## src/rtl/pipe_skid_reg.sv

```systemverilog
// Two-entry pipeline register (main + skid) with valid/ready handshake and synchronous flush.
// Sustains one transfer per cycle in both directions; out_data always comes straight from the main register.
module pipe_skid_reg #(
   parameter int unsigned      WIDTH     = 8,
   parameter logic [WIDTH-1:0] RESET_VAL = {WIDTH{1'b0}}
) (
   input  logic             clk,
   input  logic             rst,
   input  logic             flush,
   input  logic             in_valid,
   output logic             in_ready,
   input  logic [WIDTH-1:0] in_data,
   output logic             out_valid,
   input  logic             out_ready,
   output logic [WIDTH-1:0] out_data,
   output logic [1:0]       occupancy
);

   // State encoding doubles as the entry count.
   localparam logic [1:0] ST_EMPTY = 2'd0;
   localparam logic [1:0] ST_ONE   = 2'd1;
   localparam logic [1:0] ST_TWO   = 2'd2;

   logic [1:0]       state_r;
   logic [1:0]       state_nx_s;
   logic [WIDTH-1:0] main_r;
   logic [WIDTH-1:0] main_nx_s;
   logic [WIDTH-1:0] skid_r;
   logic [WIDTH-1:0] skid_nx_s;
   logic             in_fire_s;
   logic             out_fire_s;

   assign in_ready   = (state_r != ST_TWO) & ~flush;
   assign out_valid  = (state_r != ST_EMPTY);
   assign out_data   = main_r;
   assign occupancy  = state_r;
   assign in_fire_s  = in_valid & in_ready;
   assign out_fire_s = out_valid & out_ready;

   // Next-state and storage update; flush overrides every transfer.
   always_comb begin
      state_nx_s = state_r;
      main_nx_s  = main_r;
      skid_nx_s  = skid_r;
      if (flush) begin
         state_nx_s = ST_EMPTY;
         main_nx_s  = RESET_VAL;
         skid_nx_s  = RESET_VAL;
      end else begin
         case (state_r)
            ST_EMPTY: begin
               if (in_fire_s) begin
                  state_nx_s = ST_ONE;
                  main_nx_s  = in_data;
               end else begin
                  state_nx_s = ST_EMPTY;
               end
            end
            ST_ONE: begin
               if (in_fire_s && out_fire_s) begin
                  state_nx_s = ST_ONE;
                  main_nx_s  = in_data;
               end else if (in_fire_s) begin
                  state_nx_s = ST_TWO;
                  skid_nx_s  = in_data;
               end else if (out_fire_s) begin
                  state_nx_s = ST_EMPTY;
               end else begin
                  state_nx_s = ST_ONE;
               end
            end
            ST_TWO: begin
               // in_ready is low here, so only the downstream side can move.
               if (out_fire_s) begin
                  state_nx_s = ST_ONE;
                  main_nx_s  = skid_r;
                  skid_nx_s  = RESET_VAL;
               end else begin
                  state_nx_s = ST_TWO;
               end
            end
            default: begin
               state_nx_s = ST_EMPTY;
               main_nx_s  = RESET_VAL;
               skid_nx_s  = RESET_VAL;
            end
         endcase
      end
   end

   // State and payload registers, cleared immediately by rst.
   always_ff @(posedge clk or posedge rst) begin
      if (rst) begin
         state_r <= ST_EMPTY;
         main_r  <= RESET_VAL;
         skid_r  <= RESET_VAL;
      end else begin
         state_r <= state_nx_s;
         main_r  <= main_nx_s;
         skid_r  <= skid_nx_s;
      end
   end

endmodule

```

## config.mk

```make
export PLATFORM = sky130hd
export DESIGN_NAME = pipe_skid_reg
export DESIGN_NICKNAME = d
export VERILOG_FILES = /design/src/rtl/pipe_skid_reg.sv
export SDC_FILE = /design/constraint.sdc
export NUM_CORES = 1
export LEC_CHECK = 0
export ABC_AREA = 0
export CAP_MARGIN = 5
export CORE_MARGIN = 3
export CORE_UTILIZATION = 45
export DETAILED_ROUTE_END_ITERATION = 8
export PLACE_DENSITY = 0.74
export RECOVER_POWER = 50
export SYNTH_ARGS = -nofsm -noshare
export SYNTH_HDL_FRONTEND = slang
export SYNTH_SLANG_ARGS = --single-unit
```

## constraint.sdc

```tcl
create_clock -name clk -period 3.1 [get_ports clk]
set_input_delay 0.62 -clock clk [delete_from_list [all_inputs] [get_ports clk]]
set_output_delay 0.62 -clock clk [all_outputs]
set_load 0.1 [all_outputs]
```

# Yosys cells after proc, flatten, opt, wreduce, memory -nomap -nowiden
# Index checks and enable logic that the tools add are counted.
# W data, S select, Z words.
# totals
register_bits	18
out_inout_bits	12
word_cells	37
# op_classes
n_mux	16
n_eq_ne	9
n_reduce_logical	5
bitwise_logic	4
# op_table
operator	n
$mux W8	7
$pmux W8 S3	2
$ne A3 B3 Y1 const B	5
$mux W2	4
$pmux W2 S3	1
$ne A2 B2 Y1 const B	2
$reduce_and A4 Y1	1
$and A1 B1 Y1	3
$reduce_and A3 Y1	1
$eq A2 B1 Y1 const B	1
$eq A2 B2 Y1 const B	1
$logic_not A2 Y1	1
$mux W1	2
$reduce_bool A2 Y1	1
$logic_and A1 B1 Y1	1
$not A1 Y1	1

# Longest topological paths before layout
# Gate-level depths: netlist of run 1.
# logic_depth
word_depth	7
depth_mapped	8
mapped_depth_nobuf	7

# Worst setup path before layout of run 1
# Ideal clock, no wire load.
# synth_timing
kind	register to register
startpoint	register state_r[0] (netlist: occupancy[0])
endpoint	register main_r[0] (netlist: out_data[0])
stages_incl_launch_ff	9
t_arrival_ps	3702
path_slack_ps	-728
cell_sequence	dfrtp_1 > buf_6 > nor2b_1 > nor2_1 > and2_1 > ha_1 > mux2i_1 > a2bb2oi_4 > mux2_4
# synth_between
elab_chain_cells	6
elab_cells_between_ends	15
classes_between	eq/ne: 6; mux: 2; bitwise: 3; reduce/logical: 4
# synth_rtl
item	line	source
start, declared	24	logic [1:0] state_r;
start signal, assigned	98	state_r <= state_nx_s;
$ne A2 B2 Y1 *	33	assign in_ready = (state_r != ST_TWO) & ~flush;
$and A1 B1 Y1 *	33	
via in_ready	11	output logic in_ready,
$and A1 B1 Y1 *	37	assign in_fire_s = in_valid & in_ready;
$logic_and A1 B1 Y1	60	if (in_fire_s && out_fire_s) begin
$ne A3 B3 Y1 (no line)	--	
$reduce_and A3 Y1 (no line) *	--	
end signal, assigned	99	main_r <= main_nx_s;
end, declared	26	logic [WIDTH-1:0] main_r;
# Mark *: on every way through the listed nets, which the timed path passes. The rest lies on a longest branch.
# A chain may end at the register's enable or synchronous reset.

# Final worst setup path of run 1
# layout_timing
startpoint	input flush
endpoint	register main_r[0] (netlist: out_data[0])
# layout_between
elab_chain_cells	6
elab_cells_between_ends	9
classes_between	eq/ne: 3; mux: 1; bitwise: 3; reduce/logical: 2
# layout_rtl
item	line	source
start, declared	9	input logic flush,
$not A1 Y1	33	
$and A1 B1 Y1	33	
$and A1 B1 Y1	37	
$logic_and A1 B1 Y1	60	
$ne A3 B3 Y1 (no line)	--	
$reduce_and A3 Y1 (no line)	--	
# Parallel ways exist; a longest one is shown, timed or not.

==> results.md, run 1 <==
| Step | Quantity | Value |
|:---|:---|:---|
| critical path | Startpoint of the worst register-to-register path | occupancy[1] |
| drt | WL/cell | 15.5 µm |
| synth | Cells taking the most area after synthesis | sky130_fd_sc_hd__dfrtp_1 (44%), sky130_fd_sc_hd__mux2_4 (12%), sky130_fd_sc_hd__mux2i_1 (9.7%) |
| synth | Post-synthesis cell type count | 24 |
| cts | Number of buffers on the longest clock path | 2 |
| timing | Final number of hold-violating endpoints | 0 |
| power | Combinational share of power | 35.3% |
| timing | Final slew viol count | 0 |
| cts | PostCTS Resize Cnt | 0 |
| grt | Global-route total usage across every layer | 17.6% |
| finish | Multi-input logic area | 546 µm² |
| power | Total Power | 0.629 mW |
| drt | Number of iterations in the first detailed-routing pass | 4 |
| cts | Clock input transition at the sequential cells of the worst setup and hold paths | 0.10 ns |
| synth | Area share of the largest cell type after synthesis | 43.8% |
| cts | Clock Sink Count | 18 |
| timing | Unrepaired setup endpoints after global routing | no |
| timing | Max_slew headroom | 22.0% |
| synth | Synth Register Bits | 18 |
| power | Proportion of power drawn by the clock network | 23.2% |
| grt | Antenna violations before repair | 0 |
| floorplanning | Site row count | 16 |
| cts | Post-CTS Setup Repair Bufs | 0 |
| finish | Number of antenna diodes | 0 |
| power | Sw Ratio | 38.4% |
| critical path | Critical register-to-register path endpoint | out_data[0] |
| synth | Post-synthesis instance area | 0.00103 mm² |
| drt | Routed metal-1 wirelength | 1.06 mm |
| critical path | Arrival time worst endpoint | 2.41 ns |
| placement | Count of buffers from port buffering | 24 |
| drt | Sum of met2 wire segment lengths after detailed routing | 896 µm |
| drt | WL met3 | 147 µm |
| drt | Post-detailed-route via-to-cell ratio | 5.09 |
| floorplanning | Count of pins on the block boundary | 25 |
| cts | Clock tree from TritonCTS | yes |
| drt | Drt total wl | 2.13 mm |
| timing | Min cycle time layout | 2.22 ns |
| grt | Largest net degree at the start of global routing | 19 |
| placement | Number of placed cells counting well taps | 133 |
| power | Int Power | 0.388 mW |
| critical path | Type of the worst setup path | input port to flop |
| grt | Grt total ovfl | 0 |
| power | Peak supply drop | 0.321 mV |
| timing | Max Clock Skew | 0.00316 ns |
| timing | Maximum clock frequency | 0.451 GHz |
| floorplanning | Die Area | 0.00289 mm² |
| power | Net load switching power | 0.241 mW |
| cts | Number of CTS-inserted buffers | 3 |
| timing | Portion of the clock cycle consumed by the worst path in the final layout | 71.6% |
| worst hold path | Path type of the worst min-delay path | flop to flop |
| drt | Vias | 698 |
| worst hold path | Hold Crit Endpoint | out_data[4] |
| drt | Post-route DRC violation count | 0 |
| synth | Gate count after technology mapping | 85 |
| drt | Top Metal Used | met4 |
| drt | Post-detailed-route count of antenna-violating nets | 0 |
| grt | First-pass GRT wire length | 3.48 mm |
| cts | Number of H-tree levels | 1 |
| synth | Warnings from Yosys | 0 |
| drt | Number of DRC markers in iteration 0 | 9 |
| finish | Area taken by flip-flops and latches | 450 µm² |
| timing | Final hold slack | 0.525 ns |
| critical path | Reg-to-reg slack, setup | 0.96 ns |
| placement | DP HPWL | 1.55 mm |
| synth | Syn nets | 100 |
| critical path | Crit path max fanout | 8 |
| run status | Run status | finished, final reports clean |
| cts | Count of hold buffers inserted by post-cts repair | 0 |
| critical path | Required time worst endpoint | 3.29 ns |
| finish | Layout overhead on the synthesized area | 24.7% |
| critical path | Highest-delay cell along the critical path | sky130_fd_sc_hd__clkdlybuf4s50_1 |
| synth | Cell taking the most area after synthesis | sky130_fd_sc_hd__dfrtp_1 |
| floorplanning | Die Span Y | 53.8 µm |
| finish | Proportion of layout cells with a drive suffix above 1 | 24.5% |
| critical path | R2R cell count | 7 |
| finish | Number of standard cells in the layout, taps in and fillers out | 137 |
| finish | Nets | 126 |
| timing | Final number of setup-violating endpoints | 0 |
| synth | Average footprint of a synthesized cell | 12.1 µm² |
| worst hold path | Hold Path Stages | 1 |
| finish | Layout fillers | 179 |
| timing | Slew at the pin with the worst max-slew slack | 1.17 ns |
| flow run | Number of max-cap violations | 0 |
| synth | Register area share after synthesis | 43.8% |
| power | Sequential cell fraction of total power | 41.6% |
| cts | Latest clock arrival within the worst-skew pair | 0.29 ns |
| floorplanning | Die width | 53.8 µm |
| grt | Via count of the first global-routing pass | 683 |
| cts | Root buf cell | sky130_fd_sc_hd__clkbuf_4 |
| worst hold path | Startpoint of the tightest hold check path | out_data[4] |
| floorplanning | Std-Cell Core Area | 0.00206 mm² |
| timing | Setup Total Neg Slack | 0 ns |
| power | Leak pwr | 0.581 nW |
| floorplanning | Initial core utilization | 49.8% |
| critical path | Category of the worst setup path capture point | flop |
| power | Power per standard cell area | 491 mW/mm² |
| critical path | Setup crit start kind | input port |
| placement | Weighted congestion at the end of routability-driven global placement | 0.839 |
| critical path | Stage delay of the slowest cell on the critical path | 0.46 ns |
| critical path | Cells along the critical path | clkdlybuf4s50_1 -> nor2_4 -> and2_1 -> ha_1 -> mux2i_1 -> a2bb2oi_4 -> mux2_4 |
cells in the mapped netlist:
master	count
sky130_fd_sc_hd__a21oi_1	1
sky130_fd_sc_hd__a22o_1	8
sky130_fd_sc_hd__a2bb2oi_1	1
sky130_fd_sc_hd__a2bb2oi_4	1
sky130_fd_sc_hd__and2_1	1
sky130_fd_sc_hd__buf_2	1
sky130_fd_sc_hd__buf_6	2
sky130_fd_sc_hd__clkbuf_1	1
sky130_fd_sc_hd__dfrtp_1	18
sky130_fd_sc_hd__ha_1	2
sky130_fd_sc_hd__inv_1	2
sky130_fd_sc_hd__mux2_4	8
sky130_fd_sc_hd__mux2i_1	10
sky130_fd_sc_hd__nand2_1	10
sky130_fd_sc_hd__nand2b_1	8
sky130_fd_sc_hd__nand3b_1	1
sky130_fd_sc_hd__nor2_1	2
sky130_fd_sc_hd__nor2_4	1
sky130_fd_sc_hd__nor2b_1	1
sky130_fd_sc_hd__nor3b_2	2
sky130_fd_sc_hd__o21ai_0	1
sky130_fd_sc_hd__o21ai_2	1
sky130_fd_sc_hd__or2_2	1
sky130_fd_sc_hd__or3b_4	1
final cells by class:
class	instances	share of cell area (%)
repair buffers	25	16.2
well taps	27	2.64
flip-flops and latches	18	35.2
multi-input cells	61	42.6
inverters	2	0.586
clock buffers	4	2.83
power groups by stage:
| stage | combinational (mW) | sequential [mW] | clock [mW] |
|---|---|---|---|
| global route | 0.231 | 0.264 | 0.162 |
| floorplan | 0.0904 | 0.350 | 0 |
| CTS | 0.231 | 0.262 | 0.153 |
| global placement | 0.228 | 0.265 | 0 |
| finish | 0.222 | 0.261 | 0.146 |
| detailed placement | 0.231 | 0.266 | 0 |
cells in the final DEF, fill, tap and decap left out, drive strengths merged:
cell type / netlist / routed
nor3b: 2 / 2
or3b: 1 / 1
or2: 1 / 1
clkbuf: 1 / 10
buf: 3 / 7
a22o: 8 / 8
a2bb2oi: 2 / 2
mux2i: 10 / 10
mux2: 8 / 8
o21ai: 2 / 2
ha: 2 / 2
a21oi: 1 / 1
nor2: 3 / 3
dlygate4sd3: 0 / 1
nand2: 10 / 10
clkdlybuf4s50: 0 / 11
inv: 2 / 2
dfrtp: 18 / 18
nand3b: 1 / 1
nand2b: 8 / 8
nor2b: 1 / 1
and2: 1 / 1
cell families (layout without fill, tap and decap cells):
group                    Yosys count  count (layout)  synth area share [%]
flip-flops                        18              18                  43.8
AND/OR/NAND/NOR                   28              28                  16.4
adder cells (fa/ha/maj)            2               2                  2.44
AO/OA/AOI/OAI                     13              13                  12.1
buffers and inverters              6              31                  3.78
multiplexers                      18              18                  21.4
metrics by stage:
stage	util [%]	worst slack (ns)	cell area, µm²
after global routing	62.1	0.796	1280
after floorplan	-	0.109	1030
final	62.1	0.882	1280
after global placement	61.5	0.598	1270
after CTS	63.2	0.878	1300
after detailed placement	61.5	0.552	1270
worst max-delay path: cells and delay by family:
kind	cells	cell delay, ns
buf+inv	1	0.46
simple gates	2	0.31
mux	2	0.46
compound gates	1	0.37
fa+ha+maj	1	0.18
sequential cells by signal, indices dropped and copies added, names as in the netlist:
| name | cells |
|---|---|
| occupancy | 2 |
| skid_r | 8 |
| out_data | 8 |
layer usage:
metal	vias to the layer above	global-route usage (%)
li1	351	-
met1	323	24.4
met2	20	24.6
met3	4	6.65
met4	0	6.38
met5	-	0
how the worst max path moves through the flow:
stage	startpoint	end	cells past startpoint
final	flush	out_data[0]	7
after global routing	flush	out_data[2]	7
after detailed placement	flush	out_data[5]	7
after CTS	flush	out_data[0]	7
after global placement	flush	out_data[2]	7
after floorplan	occupancy[0]	out_data[0]	8
(Power assumes the default switching activity.)
==> run 2: changes to the inputs <==
Clock period 3.1 ns to 2.1 ns, I/O delays scaled along.
==> run 2 against run 1 <==
Clock skew decreased by 0.00052 ns. Global-route usage rose by 0.61 points. Die area unchanged. Via count rose by 15%. Sequential power grew 48%. Cell count increased by 10%. Total power grew 55%. Hold slack improved by 0.0033 ns. Non-clock buffer count rose by 14. Worst setup slack worse by 0.78 ns. Wire length rose by 7.9%. Critical path depth unchanged. Highest routed layer is now met3.
==> results.md, run 2 (same netlist as run 1, synthesis figures left out) <==
| Step | Quantity | Value |
|:---|:---|:---|
| power | Net load switching power | 0.370 mW |
| power | Combinational share of power | 37.9% |
| critical path | Required time worst endpoint | 2.29 ns |
| timing | Maximum clock frequency | 0.500 GHz |
| power | Leak pwr | 0.674 nW |
| cts | Clock tree from TritonCTS | yes |
| drt | WL/cell | 15.2 µm |
| drt | Number of DRC markers in iteration 0 | 7 |
| finish | Number of standard cells in the layout, taps in and fillers out | 151 |
| drt | Post-detailed-route via-to-cell ratio | 5.30 |
| critical path | CP Launch Point | occupancy[1] |
| cts | Latest clock arrival within the worst-skew pair | 0.29 ns |
| drt | Drt total wl | 2.30 mm |
| power | Int Power | 0.605 mW |
| floorplanning | Count of pins on the block boundary | 25 |
| grt | Via count of the first global-routing pass | 807 |
| critical path | Reg-to-reg slack, setup | 0.10 ns |
| run status | Run status | finished, final reports clean |
| finish | Nets | 140 |
| finish | Number of antenna diodes | 0 |
| timing | Unrepaired setup endpoints after global routing | no |
| drt | Post-detailed-route count of antenna-violating nets | 0 |
| floorplanning | Die width | 53.8 µm |
| timing | Final hold slack | 0.528 ns |
| placement | Count of buffers from port buffering | 24 |
| power | Peak supply drop | 0.458 mV |
| floorplanning | Initial core utilization | 49.8% |
| finish | Top library cells by usage in the layout, fill and taps aside | sky130_fd_sc_hd__buf_4 (17), sky130_fd_sc_hd__dfrtp_1 (16), sky130_fd_sc_hd__clkdlybuf4s50_1 (11) |
| cts | Clock Sink Count | 18 |
| critical path | Type of the worst setup path | flop to flop |
| grt | First-pass GRT wire length | 3.74 mm |
| timing | Slew at the pin with the worst max-slew slack | 1.01 ns |
| power | Total Power | 0.975 mW |
| flow run | Number of max-cap violations | 0 |
| drt | Post-route DRC violation count | 0 |
| drt | Number of iterations in the first detailed-routing pass | 3 |
| placement | Number of placed cells counting well taps | 146 |
| placement | Placement Setup Slack | -0.0704 ns |
| floorplanning | Die Area | 0.00289 mm² |
| critical path | Arrival time worst endpoint | 2.19 ns |
| grt | Global-route total usage across every layer | 18.2% |
| timing | Max Clock Skew | 0.00264 ns |
| timing | Slack of the critical path | 0.101 ns |
| power | Sequential cell fraction of total power | 39.6% |
| finish | Leading cell type in the layout, fill and taps excluded | sky130_fd_sc_hd__buf_4 |
| critical path | Stage delay of the slowest cell on the critical path | 0.54 ns |
| cts | PostCTS Resize Cnt | 0 |
| cts | Clock input transition at the sequential cells of the worst setup and hold paths | 0.11 ns |
| critical path | R2R cell count | 7 |
| critical path | Crit path max fanout | 9 |
| grt | Grt total ovfl | 0 |
| drt | Vias | 800 |
| finish | Proportion of layout cells with a drive suffix above 1 | 41.9% |
| power | Sw Ratio | 38.0% |
| timing | Portion of the clock cycle consumed by the worst path in the final layout | 95.2% |
| critical path | Capture point of the critical path | out_data[1] |
| worst hold path | Path type of the worst min-delay path | flop to flop |
| floorplanning | Site row count | 16 |
| critical path | Category of the worst setup path capture point | flop |
| timing | Min cycle time layout | 2.00 ns |
| timing | Final slew viol count | 0 |
| critical path | Critical register-to-register path endpoint | out_data[1] |
| power | Power per standard cell area | 673 mW/mm² |
| floorplanning | Std-Cell Core Area | 0.00206 mm² |
| cts | Number of H-tree levels | 1 |
| critical path | Startpoint of the worst register-to-register path | occupancy[1] |
| critical path | Setup crit start kind | flop |
| cts | Root buf cell | sky130_fd_sc_hd__clkbuf_4 |
| placement | DP HPWL | 1.75 mm |
| finish | Layout overhead on the synthesized area | 41.0% |
| floorplanning | Die Span Y | 53.8 µm |
| placement | Weighted congestion at the end of routability-driven global placement | 0.859 |
| timing | Final number of setup-violating endpoints | 0 |
| grt | Largest net degree at the start of global routing | 19 |
| cts | Number of buffers on the longest clock path | 2 |
| timing | Max_slew headroom | 32.5% |
| grt | Antenna violations before repair | 0 |
| timing | Final number of hold-violating endpoints | 0 |
| power | Proportion of power drawn by the clock network | 22.5% |
| critical path | Cells along the critical path | or2_2 -> nand2_1 -> inv_1 -> ha_4 -> mux2i_2 -> a2bb2oi_4 -> mux2_4 |
| critical path | Highest-delay cell along the critical path | sky130_fd_sc_hd__dfrtp_4 |
| cts | Number of CTS-inserted buffers | 3 |
## run 2: timing repair
action,in CTS,in global routing
hold buffers,0,0
buffers inserted,0,1
endpoints found under the setup margin,0,1
## run 2: worst min path at each step
stage	startpoint	to	slack, ns	cells after the start
global placement	out_data[2]	out_data[2]	0.50	1
floorplan	rst	occupancy[0]	0.36	1
detailed placement	out_data[7]	out_data[7]	0.50	1
finish	out_data[7]	out_data[7]	0.53	1
CTS	rst	out_data[6]	0.48	3
global route	out_data[4]	out_data[4]	0.55	1
## run 2: per-layer routing
metal / global-route usage [%] / vias up / share of wire, %
met5: 0 / - / 0
met4: 3.83 / 0 / 0
met3: 4.16 / 0 / 3.7
met2: 31.3 / 17 / 52
met1: 23.1 / 405 / 45
li1: - / 378 / -
## run 2: through the flow
step                      cell area, µm²  TNS [ns]  util (%)
after floorplan                     1070     -7.11         -
after global placement              1420    -0.232      69.1
after detailed placement            1420    -0.526      69.1
after CTS                           1460         0      70.8
after global routing                1450         0      70.3
final                               1450         0      70.3
## run 2: power by group through the flow
| stage | clock [mW] | combinational, mW | sequential (mW) |
|---|---|---|---|
| after floorplan | 0 | 0.138 | 0.519 |
| after global routing | 0.247 | 0.386 | 0.389 |
| after global placement | 0 | 0.374 | 0.392 |
| after detailed placement | 0 | 0.379 | 0.394 |
| final | 0.219 | 0.370 | 0.386 |
| after CTS | 0.225 | 0.380 | 0.387 |
## run 2: layout make-up
cell class	instances	area, µm²
fillers	159	613
repair buffers	39	342
clock buffers	4	36.3
well taps	27	33.8
inverters	2	7.51
flip-flops and latches	18	458
multi-input cells	61	572
## run 2: critical path, delay by kind of cell (launching register included)
kind                     cells  cell delay, ns
AND/OR/NAND/NOR              2            0.45
adder cells (fa/ha/maj)      1            0.16
multiplexers                 2            0.52
flip-flops                   1            0.54
buffers and inverters        1            0.07
AO/OA/AOI/OAI                1            0.16
